<file path="config.mk">
export PLATFORM = sky130hd
export DESIGN_NAME = nina_boot_sequencer_flat
export DESIGN_NICKNAME = d
export VERILOG_FILES = /design/src/rtl/nina_boot_sequencer_if.sv /design/src/rtl/nina_boot_sequencer.sv /design/src/flat_wrapper.sv
export SDC_FILE = /design/constraint.sdc
export NUM_CORES = 1
export LEC_CHECK = 0
export BUFFER_PORTS_ARGS = -buffer_cell sky130_fd_sc_hd__buf_4
export CORE_UTILIZATION = 43
export CTS_BUF_LIST = sky130_fd_sc_hd__clkbuf_8
export DETAILED_ROUTE_END_ITERATION = 7
export GPL_TIMING_DRIVEN = 0
export PLACE_DENSITY = 0.59
export SLEW_MARGIN = 25
export SYNTH_ARGS = -nofsm -noshare
export SYNTH_HDL_FRONTEND = slang
export SYNTH_SLANG_ARGS = --single-unit
</file>
<file path="constraint.sdc">
create_clock -name iCLK -period 6.3 [get_ports iCLK]
set_clock_uncertainty 0.15 [all_clocks]
set_input_delay 1.575 -clock iCLK [delete_from_list [all_inputs] [get_ports iCLK]]
set_output_delay 1.575 -clock iCLK [all_outputs]
set_load 0.005 [all_outputs]
</file>
<file path="src/rtl/nina_boot_sequencer_if.sv">
// Request/status bundle between the system register block and the NINA boot sequencer.
// The master issues requests; the slave (sequencer) drives the pin and status outputs.
interface nina_boot_sequencer_if;
  logic iPROG_REQ;
  logic iRUN_REQ;
  logic oWM_EN;
  logic oWM_BOOT;
  logic oBUSY;
  logic oMODE;

  modport master (
    output iPROG_REQ,
    output iRUN_REQ,
    input  oWM_EN,
    input  oWM_BOOT,
    input  oBUSY,
    input  oMODE
  );

  modport slave (
    input  iPROG_REQ,
    input  iRUN_REQ,
    output oWM_EN,
    output oWM_BOOT,
    output oBUSY,
    output oMODE
  );
endinterface

</file>
<file path="src/rtl/nina_boot_sequencer.sv">
// Drives the NINA (ESP32) EN and GPIO0 strap pins through a fixed-timing run or download sequence,
// started by debounced buttons or register requests; a run sequence also follows every reset.
module nina_boot_sequencer #(
  parameter int unsigned DEBOUNCE_CYCLES   = 480000,
  parameter int unsigned RESET_HOLD_CYCLES = 4800000,
  parameter int unsigned BOOT_HOLD_CYCLES  = 2400000,
  parameter int unsigned CNT_W             = 24
) (
  input  logic                 iCLK,
  input  logic                 iRESETn,
  input  logic                 iRESET_BTN,
  input  logic                 iBOOT_BTN,
  nina_boot_sequencer_if.slave bus
);

  localparam logic [CNT_W-1:0] DEB_LAST   = CNT_W'(DEBOUNCE_CYCLES - 1);
  localparam logic [CNT_W-1:0] RESET_LAST = CNT_W'(RESET_HOLD_CYCLES - 1);
  localparam logic [CNT_W-1:0] BOOT_LAST  = CNT_W'(BOOT_HOLD_CYCLES - 1);

  typedef enum logic [1:0] {
    ST_ASSERT = 2'd0,
    ST_STRAP  = 2'd1,
    ST_IDLE   = 2'd2
  } state_t;

  // Bit 0 is the reset button, bit 1 the boot button; 1 means released.
  logic [1:0]            sync1_q;
  logic [1:0]            sync2_q;
  logic [1:0]            deb_q;
  logic [1:0][CNT_W-1:0] deb_cnt_q;
  logic                  deb_prev_q;

  state_t                state_q;
  logic [CNT_W-1:0]      cnt_q;
  logic                  mode_q;
  logic                  wm_en_q;
  logic                  wm_boot_q;
  logic                  busy_q;
  logic                  mode_out_q;

  logic                  press_s;
  logic                  start_d;
  logic                  start_mode_d;

  // Two-flop synchronisers for the asynchronous button pins.
  always_ff @(posedge iCLK or negedge iRESETn) begin
    if (!iRESETn) begin
      sync1_q <= 2'b11;
      sync2_q <= 2'b11;
    end else begin
      sync1_q <= {iBOOT_BTN, iRESET_BTN};
      sync2_q <= sync1_q;
    end
  end

  // Debouncers: a change is accepted only after DEBOUNCE_CYCLES consecutive differing samples.
  always_ff @(posedge iCLK or negedge iRESETn) begin
    if (!iRESETn) begin
      deb_q      <= 2'b11;
      deb_cnt_q  <= {(2*CNT_W){1'b0}};
      deb_prev_q <= 1'b1;
    end else begin
      deb_prev_q <= deb_q[0];
      for (int i = 0; i < 2; i++) begin
        if (sync2_q[i] == deb_q[i]) begin
          deb_cnt_q[i] <= {CNT_W{1'b0}};
        end else if (deb_cnt_q[i] == DEB_LAST) begin
          deb_q[i]     <= sync2_q[i];
          deb_cnt_q[i] <= {CNT_W{1'b0}};
        end else begin
          deb_cnt_q[i] <= deb_cnt_q[i] + CNT_W'(1);
        end
      end
    end
  end

  // Start decode; download has priority when both conditions are present.
  always_comb begin
    press_s      = deb_prev_q & ~deb_q[0];
    start_d      = 1'b0;
    start_mode_d = 1'b0;
    if (bus.iPROG_REQ || (press_s && !deb_q[1])) begin
      start_d      = 1'b1;
      start_mode_d = 1'b1;
    end else if (bus.iRUN_REQ || press_s) begin
      start_d      = 1'b1;
      start_mode_d = 1'b0;
    end else begin
      start_d      = 1'b0;
      start_mode_d = 1'b0;
    end
  end

  // Sequence FSM with registered pin and status outputs; starts are ignored outside IDLE.
  always_ff @(posedge iCLK or negedge iRESETn) begin
    if (!iRESETn) begin
      state_q    <= ST_ASSERT;
      cnt_q      <= {CNT_W{1'b0}};
      mode_q     <= 1'b0;
      wm_en_q    <= 1'b0;
      wm_boot_q  <= 1'b1;
      busy_q     <= 1'b1;
      mode_out_q <= 1'b0;
    end else begin
      case (state_q)
        ST_IDLE: begin
          if (start_d) begin
            state_q   <= ST_ASSERT;
            mode_q    <= start_mode_d;
            cnt_q     <= {CNT_W{1'b0}};
            wm_en_q   <= 1'b0;
            wm_boot_q <= ~start_mode_d;
            busy_q    <= 1'b1;
          end else begin
            wm_en_q   <= 1'b1;
            wm_boot_q <= 1'b1;
            busy_q    <= 1'b0;
          end
        end
        ST_ASSERT: begin
          if (cnt_q == RESET_LAST) begin
            cnt_q   <= {CNT_W{1'b0}};
            state_q <= ST_STRAP;
            wm_en_q <= 1'b1;
          end else begin
            cnt_q <= cnt_q + CNT_W'(1);
          end
        end
        ST_STRAP: begin
          if (cnt_q == BOOT_LAST) begin
            cnt_q      <= {CNT_W{1'b0}};
            state_q    <= ST_IDLE;
            wm_boot_q  <= 1'b1;
            busy_q     <= 1'b0;
            mode_out_q <= mode_q;
          end else begin
            cnt_q <= cnt_q + CNT_W'(1);
          end
        end
        default: begin
          state_q   <= ST_ASSERT;
          cnt_q     <= {CNT_W{1'b0}};
          mode_q    <= 1'b0;
          wm_en_q   <= 1'b0;
          wm_boot_q <= 1'b1;
          busy_q    <= 1'b1;
        end
      endcase
    end
  end

  assign bus.oWM_EN   = wm_en_q;
  assign bus.oWM_BOOT = wm_boot_q;
  assign bus.oBUSY    = busy_q;
  assign bus.oMODE    = mode_out_q;

endmodule
</file>
<file path="src/flat_wrapper.sv">
// flat-port wrapper written by rule: the top's interface ports become plain ports
module nina_boot_sequencer_flat 
#(
  parameter int unsigned DEBOUNCE_CYCLES   = 480000,
  parameter int unsigned RESET_HOLD_CYCLES = 4800000,
  parameter int unsigned BOOT_HOLD_CYCLES  = 2400000,
  parameter int unsigned CNT_W             = 24
)
  (iCLK, iRESETn, iRESET_BTN, iBOOT_BTN, bus_iPROG_REQ, bus_iRUN_REQ, bus_oWM_EN, bus_oWM_BOOT, bus_oBUSY, bus_oMODE);
  nina_boot_sequencer_if bus_i ();
  input  logic iCLK;
  input  logic iRESETn;
  input  logic iRESET_BTN;
  input  logic iBOOT_BTN;
  input wire logic [$bits(bus_i.iPROG_REQ)-1:0] bus_iPROG_REQ;
  input wire logic [$bits(bus_i.iRUN_REQ)-1:0] bus_iRUN_REQ;
  output wire logic [$bits(bus_i.oWM_EN)-1:0] bus_oWM_EN;
  output wire logic [$bits(bus_i.oWM_BOOT)-1:0] bus_oWM_BOOT;
  output wire logic [$bits(bus_i.oBUSY)-1:0] bus_oBUSY;
  output wire logic [$bits(bus_i.oMODE)-1:0] bus_oMODE;
  assign bus_i.iPROG_REQ = bus_iPROG_REQ;
  assign bus_i.iRUN_REQ = bus_iRUN_REQ;
  assign bus_oWM_EN = bus_i.oWM_EN;
  assign bus_oWM_BOOT = bus_i.oWM_BOOT;
  assign bus_oBUSY = bus_i.oBUSY;
  assign bus_oMODE = bus_i.oMODE;
  nina_boot_sequencer #(.DEBOUNCE_CYCLES(DEBOUNCE_CYCLES), .RESET_HOLD_CYCLES(RESET_HOLD_CYCLES), .BOOT_HOLD_CYCLES(BOOT_HOLD_CYCLES), .CNT_W(CNT_W)) u_core (.iCLK(iCLK), .iRESETn(iRESETn), .iRESET_BTN(iRESET_BTN), .iBOOT_BTN(iBOOT_BTN), .bus(bus_i));
endmodule
</file>
# Word-level counts from Yosys, hierarchy flattened
# Index checks and enable logic that the tools add are counted.
[word_totals]
reg_bits = 86
in_bits = 6
out_inout_bits = 4
word_cells = 75
[op_classes]
addsub = 3
eq_ne = 11
mux = 26
bitwise = 8
reduce_logical = 13
[ops]
columns = ["op", "n"]
rows = [
  ["$mux 24", 7],
  ["$add 24x1->24 const B", 3],
  ["$pmux 24 s3", 1],
  ["$eq 24x19->1 const B", 2],
  ["$eq 24x22->1 const B", 1],
  ["$eq 24x23->1 const B", 1],
  ["$reduce_and 2->1", 6],
  ["$mux 1", 10],
  ["$pmux 1 s3", 3],
  ["$not 1->1", 7],
  ["$mux 2", 3],
  ["$ne 2x1->1 const B", 3],
  ["$pmux 2 s3", 1],
  ["$reduce_and 3->1", 1],
  ["$eq 1x1->1", 2],
  ["$eq 2x1->1 const B", 1],
  ["$eq 2x2->1 const B", 1],
  ["$logic_not 2->1", 1],
  ["$logic_or 1x1->1", 2],
  ["$pmux 1 s2", 1],
  ["$reduce_or 2->1", 1],
  ["$and 1x1->1", 1],
  ["$logic_and 1x1->1", 1],
  ["$logic_not 1->1", 1],
]

# Depth between registers and ports, before layout
# Gate-level depths: netlist of run 1.
[depth]
depth_word = 8
ltp_mapped = 8
depth_no_buf = 6

# Worst setup path before layout of run 1
# No wires, ideal clock.
[synth_path]
path_type = "input to register"
start = "in bus_iRUN_REQ"
end = "reg u_core.cnt_q[4]"
setup_ns = 0.096
t_arrival_ns = 2.528
required_time_ns = 6.054
slack_ns = 3.526
path_stages = 6
n_path_buf = 2
cell_sequence = "nor2_1 > and3_1 > clkbuf_1 > clkbuf_1 > o21ai_0 > o31ai_1"
[synth_between]
elab_chain_cells = 4
[synth_lines]
columns = ["item", "line_no", "rtl"]
rows = [
  ["start, declared", "flat_wrapper.sv:16", "input wire logic [$bits(bus_i.iRUN_REQ)-1:0] bus_iRUN_REQ;"],
  ["$logic_or 1x1->1", "nina_boot_sequencer.sv:85", "end else if (bus.iRUN_REQ || press_s) begin"],
  ["$mux 1", "nina_boot_sequencer.sv:85", ""],
  ["$mux 1", "nina_boot_sequencer.sv:82", "if (bus.iPROG_REQ || (press_s && !deb_q[1])) begin"],
  ["$ne 2x1->1 (no source line)", "-", ""],
  ["end signal, assigned", "nina_boot_sequencer.sv:98", "cnt_q <= {CNT_W{1'b0}};"],
  ["end signal, assigned", "nina_boot_sequencer.sv:110", "cnt_q <= {CNT_W{1'b0}};"],
  ["end signal, assigned", "nina_boot_sequencer.sv:122", "cnt_q <= {CNT_W{1'b0}};"],
  ["end, declared", "nina_boot_sequencer.sv:34", "logic [CNT_W-1:0] cnt_q;"],
]
# Every way passes these cells.
# A chain may end at the register's enable or synchronous reset.

# Worst setup path after layout of run 1
# Ends and elaborated chain as after synthesis.

==> summary.txt, run 1 <==
Clock network
  – Root buf cell: clkbuf_8
  – H-tree depth: 3
  – Number of setup buffers added after CTS: 0
  – CTS tree: done
  – Later-pin clock latency in the skew report: about 0.38 ns
  – Clk pin slew, worst setup/hold paths: ~0.08 ns
  – Cts bufs inserted: 9
  – CTS max path bufs: 2
  – Cts hold-fix bufs: 0
  – Post_cts resized: 0
  – Clock sinks: 86

Pwr
  – Switch share: 25.3%
  – VDD IR max: 0.127 mV
  – Tot Pwr: ~1.2 mW
  – Psw: 0.298 mW
  – Leak: approximately 2.0 nW
  – Sequential Power Share: a little over half
  – Pint: around 0.88 mW
  – Combinational power share: around 7%
  – Clk pwr share: between 30% and 40%
  – Pwr dens: approximately 240 nW/µm²

Yosys
  – Cells after Synth: approximately 460
  – Top cell type's share of synthesized area: 44.1%
  – Flops & latches, synth: between 80 and 90
  – Mapped Area: around 4400 µm²
  – Number of synthesized flops with an enable pin: 0
  – Syn Nets: 466
  – Ys flop type: dfrtp_1
  – Mean Syn Cell Area: 9.55 µm²
  – Post-synthesis sequential area ratio: 49.6%
  – Most frequent cell after synthesis: nor2_1
  – Synth cell count leaders: nor2_1 (78), dfrtp_1 (77), nand2_1 (42), xnor2_1 (35), nand3_1 (30)
  – Top area cells in the synthesized netlist: dfrtp_1 (44%), xnor2_1 (7.0%), nor2_1 (6.7%)
  – Synth warnings: 0
  – Netlist cell types: 56
  – Async SR Flop Fraction: between 90% and 100%
  – Cell taking the most area after synthesis: dfrtp_1

Detailed routing
  – Routed wire length: 9230 µm
  – Initial DRC Count: around 170
  – DRC Markers: 0
  – Vias per cell: around 5.4
  – Drt pass-1 iters: 5
  – Antenna Nets Post-Route: 0
  – Post-detailed-route wirelength per cell: between 15 and 20 µm
  – Vias: approximately 3,300

Setup path
  – Crit-path cells: buf_4, nor2_1, and3_1, clkbuf_1, clkbuf_1, o21ai_0, o31ai_1
  – Worst Setup End Kind: flop
  – Top delay family on crit path: buffers and inverters
  – Worst Setup Start Kind: input pin
  – Max FO, Critical Path: 10
  – Worst path arrival time: around 3.0 ns
  – CP Data Required Time: around 6.4 ns
  – Critical path's most frequent cell: clkbuf_1
  – Slowest-stage cell, CP: clkbuf_1
  – CP Class: input pin to flop
  – WP depth: 7
  – Max incr delay on CP: 0.39 ns
  – Worst path bufs/invs: 3
  – Cells on worst reg2reg path: 6

Final layout
  – Nets: just under 500
  – P&R area growth vs syn: 11.0%
  – Fillcell total: about 900
  – Share of cells above drive strength 1: a little under an eighth
  – Final std cells w/o fill: slightly above 600
  – Post-route cell area: just under 5000 µm²
  – # diodes: 0

Timing
  – Final setup violation count: 0
  – Worst-margin pin slew: between 0.7 and 0.8 ns
  – Slew Limit Fails: 0
  – Final min period: ~2.9 ns
  – Maximum clock rate: between 0.3 and 0.4 GHz
  – Fin. Hold Viols: 0
  – RSZ-0062 raised after global routing: no
  – Final period utilization: between 40 and 50%
  – Setup TNS: 0 ns
  – Final Worst Setup Slack: between 3 and 4 ns
  – Rel. slew slack: roughly half

Min path
  – Tightest Hold Check Type: flop to flop
  – WHS Path Cells: 0

GRT
  – Total track usage: between 10% and 20%
  – Number of global-route vias before repair: approximately 3,200
  – Largest net degree at the start of global routing: 87
  – Initial antenna violation count: 0
  – Global-route wire length before repair: approximately 16,000 µm
  – GR Overflow Total: 0

Die
  – Core region area: 9820 µm²
  – Die ar.: around 11,000 µm²
  – Die X: 103 µm
  – Die H: around 100 µm
  – Initial core utilization: between 40% and 50%
  – Std-Cell Rows: 36
  – Boundary Pins: 10

Place
  – Port Buffers: 9
  – Number of placed cells counting well taps: about 600
  – Place WS: ~3.1 ns
  – DP Area: ~4600 µm²
  – Gpl congestion: ~0.82
  – Post-DP HPWL: ~6000 µm

Status
  – Status: finished, final reports clean

Flow run
  – Max-cap violation count: 0
[per-layer routing]
layer	global-route usage [%]	up-vias	part of all wire [%]	routed length (µm)
li1	-	1644	-	-
met1	26.5	1616	50	4590
met2	29.9	52	45	4180
met3	6.85	6	4.1	376
met4	6.07	0	0.86	79
met5	0	-	0	0
[cell families after synthesis]
kind of cell | share of synthesized area [%]
XOR/XNOR | 9.83
flip-flops | 49.6
multiplexers | 1.00
AND/OR/NAND/NOR | 28.3
buffers and inverters | 3.01
adder cells (fa/ha/maj) | 0.860
AO/OA/AOI/OAI | 7.48
[registers in the layout (all words and copies together), names as in the netlist]
signal / cells
u_core.deb_cnt_q: 48
u_core.mode_q: 1
u_core.sync2_q: 2
u_core.bus.oBUSY: 1
u_core.deb_prev_q: 1
u_core.bus.oMODE: 1
u_core.cnt_q: 24
u_core.bus.oWM_BOOT: 1
u_core.deb_q: 2
u_core.bus.oWM_EN: 1
u_core.sync1_q: 2
u_core.state_q: 2
[layout by cell type (no fill, tap or decap), drive strengths merged, types with 2 or more instances in the layout]
| master | Yosys | layout |
|---|---|---|
| a21o | 3 | 3 |
| a21oi | 2 | 2 |
| a22o | 4 | 4 |
| a31o | 3 | 3 |
| a31oi | 7 | 7 |
| and2 | 4 | 4 |
| and3 | 14 | 14 |
| and4 | 7 | 7 |
| buf | 10 | 19 |
| bufinv | 0 | 2 |
| clkbuf | 5 | 17 |
| clkinv | 0 | 2 |
| dfrtp | 77 | 77 |
| dfstp | 9 | 9 |
| ha | 3 | 3 |
| inv | 12 | 12 |
| mux2 | 3 | 3 |
| nand2 | 43 | 43 |
| nand2b | 2 | 2 |
| nand3 | 30 | 30 |
| nand4 | 18 | 18 |
| nand4b | 2 | 2 |
| nand4bb | 2 | 2 |
| nor2 | 79 | 79 |
| nor3 | 12 | 12 |
| nor4 | 13 | 13 |
| nor4b | 2 | 2 |
| o21a | 2 | 2 |
| o21ai | 12 | 12 |
| o2bb2ai | 2 | 2 |
| o311ai | 3 | 3 |
| o31ai | 2 | 2 |
| or2 | 2 | 2 |
| or3 | 4 | 4 |
| or4 | 4 | 4 |
| xnor2 | 35 | 35 |
| xor2 | 14 | 14 |
[power by group through the flow]
| stage | sequential (mW) | clock [mW] | combinational, mW |
|---|---|---|---|
| 6_report | 0.629 | 0.464 | 0.0850 |
| 5_1_grt | 0.636 | 0.501 | 0.0980 |
| 4_1_cts | 0.627 | 0.479 | 0.0865 |
| 3_5_place_dp | 0.637 | 0 | 0.0847 |
| 3_3_place_gp | 0.636 | 0 | 0.0826 |
| 2_1_floorplan | 0.627 | 0 | 0.0561 |
[through the flow]
step / util, % / hold WS, ns
2_1_floorplan: - / 0.195
3_3_place_gp: 46.8 / 0.211
3_5_place_dp: 46.9 / 0.211
4_1_cts: 49.4 / 0.223
5_1_grt: 49.4 / 0.227
6_report: 49.4 / 0.223
[layout make-up]
| class | instances | area (µm²) | area share, % |
|---|---|---|---|
| sequential | 86 | 2160 | 44.6 |
| multi-input combinational | 344 | 2070 | 42.7 |
| tap | 133 | 166 | 3.43 |
| clock buffer | 12 | 165 | 3.41 |
| buffer | 15 | 86.3 | 1.78 |
| clock inverter | 4 | 77.6 | 1.60 |
| timing repair buffer | 9 | 71.3 | 1.47 |
| inverter | 12 | 45.0 | 0.930 |
[path summary, 6_finish.rpt]
path / from / to / slack, ns
hold / removal: u_core.sync1_q[0] / u_core.sync2_q[0] / 0.22
setup / recovery: bus_iRUN_REQ / u_core.cnt_q[4] / 3.42
setup reg to reg: u_core.cnt_q[0] / u_core.cnt_q[15] / 3.90
min in group asynchronous: iRESETn / u_core.deb_cnt_q[36] / 1.09
max in group asynchronous: iRESETn / u_core.cnt_q[6] / 4.38
hold reg to reg: u_core.sync1_q[0] / u_core.sync2_q[0] / 0.22
(Power assumes the default switching activity.)
==> run 2, diff against run 1 <==
- PLACE_DENSITY: 0.59 -> 0.62
- clock period: 6.3 -> 2.5 ns (I/O delays scaled with it)
==> run 2 against run 1 <==
Against the previous run: sequential cell count stayed put; cell count stayed put; sequential share of layout area is 0.20 points higher; critical path depth stayed put; critical path type is now flop to flop; critical endpoint is now u_core.cnt_q[20].
==> summary.txt, run 2 (synthesis gave the netlist of run 1 again) <==
Final layout
  – Largest register FFs: 48
  – Share of cells above drive strength 1: approximately 12%
  – Reg with most FFs: u_core.deb_cnt_q
  – # diodes: 0
  – Top Registers: u_core.deb_cnt_q x48, u_core.cnt_q x24
  – Most common cell after layout, fill and taps aside: nor2_1
  – P&R area growth vs syn: 10.5%
  – Commonest non-fill, non-tap cells in the layout: nor2_1 (78), dfrtp_1 (77), nand2_1 (42)
  – Fillcell total: between 900 and 1,000
  – Nets: slightly below 500
  – Footprint of the multi-input gates: between 2000 and 2500 µm²
  – Register area: 2160 µm²

GRT
  – Total track usage: between 10% and 20%
  – Met3 usage: a little under 3%
  – Busiest grt layer: met2
  – Global-route wire length before repair: between 15,000 and 20,000 µm
  – Largest net degree at the start of global routing: 87
  – Number of global-route vias before repair: roughly 3,200
  – Initial antenna violation count: 0
  – Met2 Track Usage GR: between 20 and 30%
  – Met1 usage: between 20% and 30%
  – GR Overflow Total: 0

Setup path
  – Crit-path cells: ha_1, nand3_1, nor4_4, nand2_2, buf_6, and3_1, o21a_1
  – Cells on worst reg2reg path: 7
  – Worst path arrival time: around 2.4 ns
  – Worst Setup Start Kind: flop
  – Top delay family on crit path: simple AND/OR/NAND/NOR gates
  – CP Data Required Time: ~2.6 ns
  – Slowest-stage cell, CP: nor4_4
  – Max FO, Critical Path: 10
  – Max incr delay on CP: approximately 0.48 ns
  – Worst Setup End Kind: flop
  – WP depth: 7
  – CP Class: flop to flop
  – Worst path bufs/invs: 1
  – Reg2reg setup slack: approximately 0.19 ns

Clock network
  – CTS tree: done
  – Clk pin slew, worst setup/hold paths: ~0.09 ns
  – H-tree depth: 3
  – Cts bufs inserted: 9
  – Clock sinks: 86
  – CTS max path bufs: 2
  – Root buf cell: clkbuf_8
  – Later-pin clock latency in the skew report: between 0.3 and 0.4 ns

Detailed routing
  – DRC Markers: 0
  – Routed wire length: roughly 9000 µm
  – Vias per cell: around 5.4
  – Drt pass-1 iters: 4
  – Post-detailed-route wirelength per cell: around 15 µm
  – Vias: between 3,000 and 4,000
  – Initial DRC Count: between 200 and 250
  – Antenna Nets Post-Route: 0

Timing
  – Final period utilization: ~90%
  – Worst-margin pin slew: 0.768 ns
  – RSZ-0062 raised after global routing: no
  – Final min period: ~2.3 ns
  – Setup TNS: 0 ns
  – Final setup violation count: 0
  – Fin. Hold Viols: 0
  – Rel. slew slack: between 40% and 50%
  – Maximum clock rate: 0.432 GHz
  – Final hold slack: about 0.14 ns
  – Slew Limit Fails: 0

Place
  – Port Buffers: 9
  – Post-DP HPWL: between 6000 and 7000 µm
  – Gpl congestion: around 0.85

Die
  – Core region area: between 9000 and 10,000 µm²
  – Boundary Pins: 10
  – Initial core utilization: around 44%
  – Die X: 103 µm
  – Die H: about 100 µm
  – Std-Cell Rows: 36
  – Die ar.: 10,600 µm²

Flow run
  – Max-cap violation count: 0

Min path
  – Tightest Hold Check Type: input pin to asynchronous set/reset pin

Status
  – Status: finished, final reports clean

Pwr
  – Pwr dens: between 500 and 600 nW/µm²
  – Leak: approximately 2.0 nW
  – VDD IR max: roughly 0.24 mV
-- run 2: changes by cell type in the layout (fill, tap and decap cells not counted), sizes merged --
cell	delta
clkinv	-1
clkinvlp	+3
inv	+1
bufinv	-1
clkbuf	-2
-- run 2: path summary, 6_finish.rpt --
kind / start / endpoint
max: u_core.cnt_q[0] / u_core.cnt_q[20]
min: iRESETn / u_core.deb_cnt_q[35]
max reg2reg: u_core.cnt_q[0] / u_core.cnt_q[20]
min reg2reg: u_core.sync1_q[1] / u_core.sync2_q[1]
max in group asynchronous: iRESETn / u_core.cnt_q[20]
min in group iCLK: iRESET_BTN / u_core.sync1_q[0]
-- run 2: layer usage --
| layer | share of wire, % | wire length [µm] | vias up |
|---|---|---|---|
| li1 | - | - | 1658 |
| met1 | 49 | 4420 | 1618 |
| met2 | 45 | 4090 | 52 |
| met3 | 3.4 | 305 | 11 |
| met4 | 1.9 | 172 | 0 |
| met5 | 0 | 0 | - |
-- run 2: what timing repair did --
item / in CTS / in global routing
buffers inserted: 0 / 0
hold endpoints to repair: 0 / 0
resized for setup: 0 / 2
setup endpoints to repair: 0 / 22
hold buffers: 0 / 0
-- run 2: area by class of cell --
cell class                 instances  area share [%]
sequential                        86            44.8
multi-input combinational        344            43.2
tap                              133            3.45
clock buffer                      10            2.85
buffer                            15            1.79
timing repair buffer               9            1.48
clock inverter                     6            1.45
inverter                          12           0.934
-- run 2: report_power, final --
group	leakage (nW)	internal (mW)	switching (mW)
combinational	0.742	0.0941	0.112
clock	0.0951	0.494	0.526
sequential	1.14	1.47	0.113
total	1.98	2.06	0.751
-- run 2: metrics by stage --
step	total power [mW]	util [%]	worst slack, ns	instances	cell area (µm²)
global placement	1.81	46.8	0.0958	599	4600
global route	2.94	49.1	0.0125	615	4820
finish	2.81	49.1	0.187	615	4820
floorplan	1.72	-	0.476	457	4370
CTS	2.84	49.0	0.0576	615	4810
detailed placement	1.82	46.9	0.0731	599	4600
